[config.mk]
export PLATFORM = sky130hd
export DESIGN_NAME = tin_acc_pipe
export DESIGN_NICKNAME = d
export VERILOG_FILES = /design/src/rtl/tin_acc_pipe.sv
export SDC_FILE = /design/constraint.sdc
export NUM_CORES = 1
export LEC_CHECK = 0
export CAP_MARGIN = 20
export CORE_ASPECT_RATIO = 1.1
export CORE_MARGIN = 2
export CORE_UTILIZATION = 50
export CTS_CLUSTER_SIZE = 12
export DETAILED_ROUTE_END_ITERATION = 7
export PLACE_DENSITY = 0.81
export SYNTH_ARGS = -nofsm -noshare
export SYNTH_HDL_FRONTEND = slang
export SYNTH_SLANG_ARGS = --single-unit
[constraint.sdc]
create_clock -name clk -period 11.7 [get_ports clk]
set_input_delay 1.755 -clock clk [delete_from_list [all_inputs] [get_ports clk]]
set_output_delay 1.755 -clock clk [all_outputs]
set_load 0.1 [all_outputs]
[src/rtl/tin_acc_pipe.sv]
// tin_acc_pipe: pipelined TIN-lane signed adder tree with multi-beat accumulation.
// Each beat is reduced to one sum and accumulated per first/last-framed group.
//
// Ports:
//   clk, rst        clock; asynchronous active-high reset
//   i_vld / i_rdy   input beat handshake (i_rdy is the global advance)
//   i_dat           TIN signed lanes, lane k at [k*DATA_WIDTH +: DATA_WIDTH]
//   i_mask          per-lane enable; a masked lane contributes zero
//   i_first/i_last  group framing for the beat
//   o_vld / o_rdy   result handshake
//   o_dat           signed group sum, ACC_WIDTH bits
//   o_ovf           group wrapped (SAT=0) or clamped (SAT=1)
module tin_acc_pipe #(
    parameter int DATA_WIDTH = 16,
    parameter int TIN        = 8,
    parameter int LOG2_TIN   = 3,
    parameter int ACC_WIDTH  = DATA_WIDTH + LOG2_TIN + 8,
    parameter bit SAT        = 1'b0
) (
    input  logic                       clk,
    input  logic                       rst,
    input  logic                       i_vld,
    output logic                       i_rdy,
    input  logic [DATA_WIDTH*TIN-1:0]  i_dat,
    input  logic [TIN-1:0]             i_mask,
    input  logic                       i_first,
    input  logic                       i_last,
    output logic                       o_vld,
    input  logic                       o_rdy,
    output logic [ACC_WIDTH-1:0]       o_dat,
    output logic                       o_ovf
);

    localparam int TW = DATA_WIDTH + LOG2_TIN;
    localparam int XW = ACC_WIDTH + 1;

    localparam logic signed [ACC_WIDTH-1:0] ACC_MAX =
        {1'b0, {(ACC_WIDTH-1){1'b1}}};
    localparam logic signed [ACC_WIDTH-1:0] ACC_MIN =
        {1'b1, {(ACC_WIDTH-1){1'b0}}};

    // A held result blocks the whole pipe; nothing moves until it drains.
    logic advance;
    assign advance = !(o_vld && !o_rdy);
    assign i_rdy   = advance;

    // Level 0 registers the masked lanes; level l holds TIN>>l sums,
    // each one bit wider than the level feeding it.
    genvar l;
    generate
        for (l = 0; l < LOG2_TIN; l++) begin : g_lvl
            localparam int N = TIN >> l;
            localparam int W = DATA_WIDTH + l;

            logic signed [W-1:0] sum [N];
            logic                vld;
            logic                first;
            logic                last;

            if (l == 0) begin : g_in
                always_ff @(posedge clk or posedge rst) begin
                    if (rst) begin
                        for (int i = 0; i < N; i++) begin
                            sum[i] <= '0;
                        end
                        vld   <= 1'b0;
                        first <= 1'b0;
                        last  <= 1'b0;
                    end else if (advance) begin
                        for (int i = 0; i < N; i++) begin
                            sum[i] <= i_mask[i]
                                ? $signed(i_dat[i*DATA_WIDTH +: DATA_WIDTH])
                                : '0;
                        end
                        vld   <= i_vld;
                        first <= i_first;
                        last  <= i_last;
                    end
                end
            end else begin : g_add
                always_ff @(posedge clk or posedge rst) begin
                    if (rst) begin
                        for (int i = 0; i < N; i++) begin
                            sum[i] <= '0;
                        end
                        vld   <= 1'b0;
                        first <= 1'b0;
                        last  <= 1'b0;
                    end else if (advance) begin
                        for (int i = 0; i < N; i++) begin
                            sum[i] <= W'(g_lvl[l-1].sum[2*i])
                                    + W'(g_lvl[l-1].sum[2*i+1]);
                        end
                        vld   <= g_lvl[l-1].vld;
                        first <= g_lvl[l-1].first;
                        last  <= g_lvl[l-1].last;
                    end
                end
            end
        end
    endgenerate

    // The final pair is added combinationally into the accumulate stage.
    logic signed [TW-1:0] tree_sum;
    logic                 t_vld;
    logic                 t_first;
    logic                 t_last;

    assign tree_sum = TW'(g_lvl[LOG2_TIN-1].sum[0])
                    + TW'(g_lvl[LOG2_TIN-1].sum[1]);
    assign t_vld    = g_lvl[LOG2_TIN-1].vld;
    assign t_first  = g_lvl[LOG2_TIN-1].first;
    assign t_last   = g_lvl[LOG2_TIN-1].last;

    logic signed [ACC_WIDTH-1:0] acc;
    logic                        sticky;
    logic signed [XW-1:0]        s_ext;
    logic signed [XW-1:0]        nxt;
    logic                        oor;
    logic signed [ACC_WIDTH-1:0] res;
    logic                        sticky_nxt;

    // One guard bit is enough: two in-range values never overflow XW.
    always_comb begin
        s_ext      = XW'(tree_sum);
        nxt        = t_first ? s_ext : XW'(acc) + s_ext;
        oor        = nxt[XW-1] != nxt[XW-2];
        res        = nxt[ACC_WIDTH-1:0];
        if (oor && SAT) begin
            res = nxt[XW-1] ? ACC_MIN : ACC_MAX;
        end
        sticky_nxt = (t_first ? 1'b0 : sticky) | oor;
    end

    always_ff @(posedge clk or posedge rst) begin
        if (rst) begin
            acc    <= '0;
            sticky <= 1'b0;
            o_vld  <= 1'b0;
            o_dat  <= '0;
            o_ovf  <= 1'b0;
        end else if (advance) begin
            if (t_vld) begin
                acc    <= res;
                sticky <= sticky_nxt;
            end
            if (t_vld && t_last) begin
                o_dat <= res;
                o_ovf <= sticky_nxt;
                o_vld <= 1'b1;
            end else if (o_rdy) begin
                o_vld <= 1'b0;
            end
        end
    end

endmodule

Word-level counts from Yosys, hierarchy flattened
Cells that the tools add are included.
{ "word_totals": {"latchBits": 0, "register_bits": 298, "ramBits": 0, "out_inout_bits": 30, "mem_count": 0, "input_bits": 142, "rom_bits": 0} }
{ "op_classes": {"n_eq_ne": 1, "n_div": 0, "bitwise_logic": 2, "muxes": 12, "magnitude_cmp": 0, "n_shift": 0, "addsub": 8, "multipliers": 0, "n_reduce_logical": 8} }
{ "op_table": {"columns": ["operator", "count"], "rows": [
  ["16-bit two-way mux", 8],
  ["16-bit by 16-bit adder with 17-bit output", 4],
  ["17-bit by 17-bit adder with 18-bit output", 2],
  ["27-bit by 19-bit adder with 28-bit output", 1],
  ["28-bit two-way mux", 1],
  ["18-bit by 18-bit adder with 19-bit output", 1],
  ["2-bit AND reduction", 3],
  ["1-bit two-way mux", 3],
  ["1-bit logical AND", 2],
  ["1-bit logical NOT", 2],
  ["2-bit nonzero test", 1],
  ["1-bit != test", 1],
  ["1-bit NOT", 1],
  ["1-bit OR", 1]
]} }

Depth between registers and ports, before layout
Gate-level depths: netlist of the first run.
{ "depth": {"ltp_word": 5, "depth_mapped": 19} }

Least setup slack after synthesis of the first run
Ideal clock, no wire load.
{ "synth_path": {"path_kind": "input-to-output", "startpoint": "input port o_rdy", "endpoint": "output port i_rdy", "path_buffers": 2, "path_slack_ps": 6732, "stages": 4, "t_arrival_ps": 3213, "t_required_ps": 9945, "path_cell_list": "nor2b_1 inv_2 clkbuf_1 clkbuf_1"} }
{ "synth_between": {"elab_chain_len": 3} }
{ "synth_lines": {"columns": ["element", "line", "rtl"], "rows": [
  ["start, declared", "29", "input logic o_rdy,"],
  ["1-bit logical NOT", "44", "assign advance = !(o_vld && !o_rdy);"],
  ["1-bit logical AND", "44", null],
  ["1-bit logical NOT", "44", null],
  ["end, declared", "23", "output logic i_rdy,"]
]} }
Every way passes these cells.

Worst setup path in the final report of the first run
Same ends and word-level chain as after synthesis.

==> flow_summary.yaml, run 1 <==
clocking:
  clkLatencyLatePin_ns: 0.52
  post_cts_resize_count: 0
  tritoncts: "built"
  clock_tree.htree_level_count: 2
  post_cts_buffers: 0
  cts-buffers-inserted: 35
  clk_root_buffer_cell: "clkbuf_16"
  cts.path.max_buffers: 3
  clock_sinks: 298
  postCtsHoldBufs: 0
  clk_pin_slew_ns: 0.05
drt:
  antenna_violating_nets_post_route: 0
  avgRoutedWirePerCell_um: 15.2
  drt_pre_antenna_iters: 7
  wl_um: 40000
  route.vias.total: 14826
  routed_via_density: 5.65
  route.detailed.drc: 0
  first_iter_violations: 887
place:
  post-dp-hpwl_um: 28600
  gp_congestion: 0.879
  place.port_buffers: 171
logic_synthesis:
  synth_ff_type: "dfrtp_1"
  synth_fp_nets: 2323
  yosys_warnings: 0
  mappedNetlistArea_mm2: 0.0176
  synth_compound_area_share_pct: 16.4
  multiplexer_share_of_the_synthesized_area_pct: 0.541
  synth_top_family_by_area: "simple AND/OR/NAND/NOR gates"
  synth_edf_count: 0
  synth.distinct_cells: 74
  syn_avg_cell_area_um2: 8.67
  synthesized_area_fraction_occupied_by_adder_cells_pct: 11.2
  post_synth_and_or_nand_nor_area_fraction_pct: 21.9
  synth_sequential_area_ratio_pct: 42.4
  synthCells: 2028
  synth_xor_area_share_pct: 4.28
  synth-async-reset-ratio_pct: 100
  yosys_register_bits: 298
floorplan:
  number_of_rows_created_at_floorplan: 72
  boundaryPins: 172
  start_util_pct: 50.4
  die_area_mm2: 0.0367
  die_x_um: 183
  die_y_um: 201
  coreArea_mm2: 0.0349
worst_hold_path:
  hp-class: "register to register"
  hold_path.startpoint: "g_lvl[1].last"
  worst_hold_path.num_cells: 2
critical_path:
  worst_setup_path_startpoint: "o_rdy"
  worst-setup-path-type: "primary input to output pin"
  largest_driver_fanout_on_the_critical_path: 211
  worst-r2r-cell-count: 19
  worstPathRequired_ns: 9.95
  setup.worst_path.end_class: "output pin"
  worstSetupStartpointType: "primary input"
  crit_arrival_ns: 5.01
  r2r_start: "g_lvl[2].sum[0]"
global_route:
  global_route_wire_length_before_repair_um: 68000
  grt_remaining_overflow: 0
  grt_util_all_layers_pct: 21.9
  antenna_violations_before_repair: 0
  grt_start_max_net_pins: 212
  first_global_vias: 14580
timing:
  achievable-frequency_mhz: 148
  timing_hold_violations_final: 0
  tns_ns: 0
  finalSetupViolCount: 0
  finalCriticalPeriod_ns: 6.77
  clock-skew-final_ns: 0.00983
  slew_headroom_pct: 31.9
  final_min_period_over_clock_period_pct: 57.9
  slew_violations: 0
  setup_repair_after_global_routing_missed_its_margin: "no"
  slew_at_the_pin_closest_to_its_max_slew_limit_ns: 1.02
run_status:
  result_of_the_run: "completed"
cells_and_area:
  syn_to_final_growth_pct: 18.1
  regArea_mm2: 0.00746
  filler_cell_count: 2928
  design.final.nets: 2451
  ratio_of_cells_with_drive_above_1_in_the_final_layout_pct: 4.08
  footprint_of_the_multi_input_gates_mm2: 0.00955
  mostFrequentLayoutCells: "nand2_1 (431), dfrtp_1 (298), clkdlybuf4s50_1 (171), nand3_1 (161), nor2_1 (147)"
  diodes: 0
  layout.core_utilization_pct: 59.5
  layout.cells.most_common: "nand2_1"
job:
  cap_viol_max_count: 0
==> cell families (layout without fill, tap and decap cells) <==
| logic type | Yosys count | count (layout) |
|---|---|---|
| adders and majority gates | 153 | 153 |
| muxes | 9 | 9 |
| xor gates and xnor gates | 85 | 85 |
| buffers and inverters | 153 | 304 |
| AOI/OAI and AO/OA | 446 | 446 |
| DFF | 298 | 298 |
| and+or+nand+nor | 884 | 884 |
==> final timing paths <==
path / to / slack [ns]
setup reg to reg: o_ovf / 6.50
hold reg to reg: g_lvl[1].last / 0.47
max in group asynchronous: g_lvl[1].sum[53] / 8.43
min in group asynchronous: g_lvl[0].sum[3] / 1.88
hold / removal: g_lvl[1].last / 0.47
setup / recovery: i_rdy / 4.93
==> layout make-up <==
class,instances,share of cell area [%]
multi-input cells,1577,46.0
flip-flops and latches,298,35.9
repair buffers,177,8.68
clock buffers,51,5.00
well taps,444,2.68
inverters,67,1.28
clock inverters,9,0.434
==> Yosys cell counts, types with 21 or more instances <==
cell / n / area share [%]
o21a_1: 25 / 1.1
nand2_1: 431 / 9.2
o21ai_0: 133 / 3.8
nand3_1: 161 / 4.6
ha_1: 145 / 10
xor2_1: 44 / 2.2
inv_1: 65 / 1.4
clkbuf_1: 70 / 1.5
nor2_1: 147 / 3.1
xnor2_1: 40 / 2.0
a21oi_1: 132 / 3.8
dfrtp_1: 298 / 42
nor3_1: 56 / 1.6
a21o_1: 21 / 0.90
==> critical path: stages <==
cell and delay (ns):
clkdlybuf4s50_1 0.50, nor2b_4 0.05, buf_12 0.23, inv_8 0.75
clkdlybuf4s50_1 1.29
==> stage by stage <==
step	hold WS (ns)	worst slack, ns	std cells	area [um^2]
after floorplan	0.439	1.71	2028	17600
after global placement	0.453	5.20	2562	19600
after detailed placement	0.455	5.15	2562	19600
after CTS	0.469	5.14	2622	20700
after global routing	0.492	4.92	2623	20800
final	0.467	4.93	2623	20800
==> metal layers <==
metal / wire length (um) / GRT usage [%] / up-vias
met1: 17900 / 29.1 / 7098
met5: 0 / 0 / -
met4: 862 / 5.62 / 0
met3: 1620 / 2.90 / 63
met2: 19600 / 38.0 / 321
li1: - / - / 7344
==> sequential cells by signal (all words and copies together), names as in the netlist <==
register     count
g_lvl.sum      232
sticky           1
g_lvl.first      3
acc             27
g_lvl.vld        3
o_vld            1
o_dat           27
o_ovf            1
g_lvl.last       3
Power of run 1 is not shown: default switching activity piles up to over one toggle a cycle in this logic, so the estimate is an artifact.
==> inputs of run 2 (changes only) <==
PLACE_DENSITY = 0.84   (was 0.81)
clock period = 5.99 ns   (was 11.7 ns; I/O delays follow)
==> flow_summary.yaml, run 2 (synthesis results as in run 1) <==
cells_and_area:
  layout.cells.most_common: "nand2_1"
  number_of_flip_flops_under_the_largest_register_name: 232
  top_regs: "g_lvl.sum x232, acc x27, o_dat x27"
  ratio_of_cells_with_drive_above_1_in_the_final_layout_pct: 4.17
  footprint_of_the_multi_input_gates_mm2: 0.00955
  design.final.nets: 2453
  regArea_mm2: 0.00746
  syn_to_final_growth_pct: 17.9
  register_ranked_first_by_flip_flop_count: "g_lvl.sum"
  layout.core_utilization_pct: 59.5
  filler_cell_count: 2929
  mostFrequentLayoutCells: "nand2_1 (431), dfrtp_1 (298), clkdlybuf4s50_1 (170), nand3_1 (161), nor2_1 (147)"
  diodes: 0
global_route:
  grt_remaining_overflow: 0
  antenna_violations_before_repair: 0
  first_global_vias: 14777
  grt_util_all_layers_pct: 22.4
  global_route_wire_length_before_repair_um: 69000
  grt_start_max_net_pins: 211
run_status:
  result_of_the_run: "completed"
critical_path:
  crit_family: "compound AO/OA/AOI/OAI gates"
  worst-setup-path-type: "register to register"
  worstSetupStartpointType: "register"
  worstPathRequired_ns: 6.42
  crit_chain: "ha_1 > fa_1 > a211oi_1 > o21ai_0 > a311o_1 > o2111ai_1 > a21boi_0 > o21a_1 > o311a_1 > ha_1 > o21ai_0 > a211oi_1 > o311ai_2 > o311ai_4 > o41ai_4 > o31ai_4 > xor2_2 > and4_1 > nor3_1"
  cp.buffers_inverters: 0
  largest_driver_fanout_on_the_critical_path: 4
  setup.worst_path.end_class: "register"
  crit_arrival_ns: 5.56
  crit_path_max_incr_delay_ns: 0.42
  timing.critical_path.slowest_stage_cell: "fa_1"
drt:
  route.vias.total: 14907
  avgRoutedWirePerCell_um: 15.5
  wl_um: 40600
  drt_pre_antenna_iters: 5
  antenna_violating_nets_post_route: 0
  routed_via_density: 5.68
  route.detailed.drc: 0
  first_iter_violations: 870
clocking:
  post_cts_buffers: 0
  clock_sinks: 298
  clkLatencyLatePin_ns: 0.51
  clk_pin_slew_ns: 0.06
  post_cts_resize_count: 0
  tritoncts: "built"
  postCtsHoldBufs: 0
  cts-buffers-inserted: 34
  cts.path.max_buffers: 3
  clock_tree.htree_level_count: 2
  clk_root_buffer_cell: "clkbuf_16"
place:
  place.port_buffers: 171
  post-place-ws_ns: 0.885
  post-dp-hpwl_um: 29700
  gp_congestion: 0.868
timing:
  slew_headroom_pct: 30.4
  tns_ns: 0
  achievable-frequency_mhz: 195
  slew_violations: 0
  holdWs_ns: 0.466
  final_critical_path_setup_slack_ns: 0.854
  slew_at_the_pin_closest_to_its_max_slew_limit_ns: 1.04
  setup_repair_after_global_routing_missed_its_margin: "no"
  clock-skew-final_ns: 0.00692
  timing_hold_violations_final: 0
  final_min_period_over_clock_period_pct: 85.7
  finalCriticalPeriod_ns: 5.14
  finalSetupViolCount: 0
floorplan:
  boundaryPins: 172
  die_x_um: 183
  start_util_pct: 50.4
  die_area_mm2: 0.0367
  coreArea_mm2: 0.0349
  die_y_um: 201
  number_of_rows_created_at_floorplan: 72
job:
  cap_viol_max_count: 0
worst_hold_path:
  hp-class: "register to register"
-- run 2: per-stage QoR --
stage | std cells | instance area, um^2
4_1_cts | 2624 | 20700
3_3_place_gp | 2566 | 19600
3_5_place_dp | 2566 | 19600
2_1_floorplan | 2028 | 17600
6_report | 2624 | 20700
5_1_grt | 2624 | 20700
-- run 2: path summary, 6_finish.rpt --
check / startpoint / cells past startpoint / to / slack (ns)
min in group asynchronous: rst / 2 / g_lvl[1].sum[2] / 0.70
max in group asynchronous: rst / 3 / g_lvl[1].sum[37] / 4.11
min: g_lvl[1].first / 2 / g_lvl[1].first / 0.47
max reg2reg: g_lvl[2].sum[0] / 19 / o_ovf / 0.85
min reg2reg: g_lvl[1].first / 2 / g_lvl[1].first / 0.47
max: g_lvl[2].sum[0] / 19 / o_ovf / 0.85
-- run 2: per-layer routing --
layer / part of all wire (%) / global-route usage, %
met1: 44 / 29.4
met4: 2.0 / 6.16
met3: 4.4 / 2.92
met5: 0 / 0
met2: 49 / 38.9
-- run 2: tightest hold or removal path, stage by stage (launching register included) --
cell	delay, ns
dfrtp_1	0.34
nand2_1	0.05
nand2_1	0.04
-- run 2: cell type report --
cell class	count	area share, %
Inverter	67	1.27
Clock buffer	49	4.82
Multi-Input combinational cell	1577	46.1
Timing Repair Buffer	180	8.69
Sequential cell	298	36.0
Clock inverter	9	0.495
Tap cell	444	2.68
Power of run 2 is left out for the same reason.
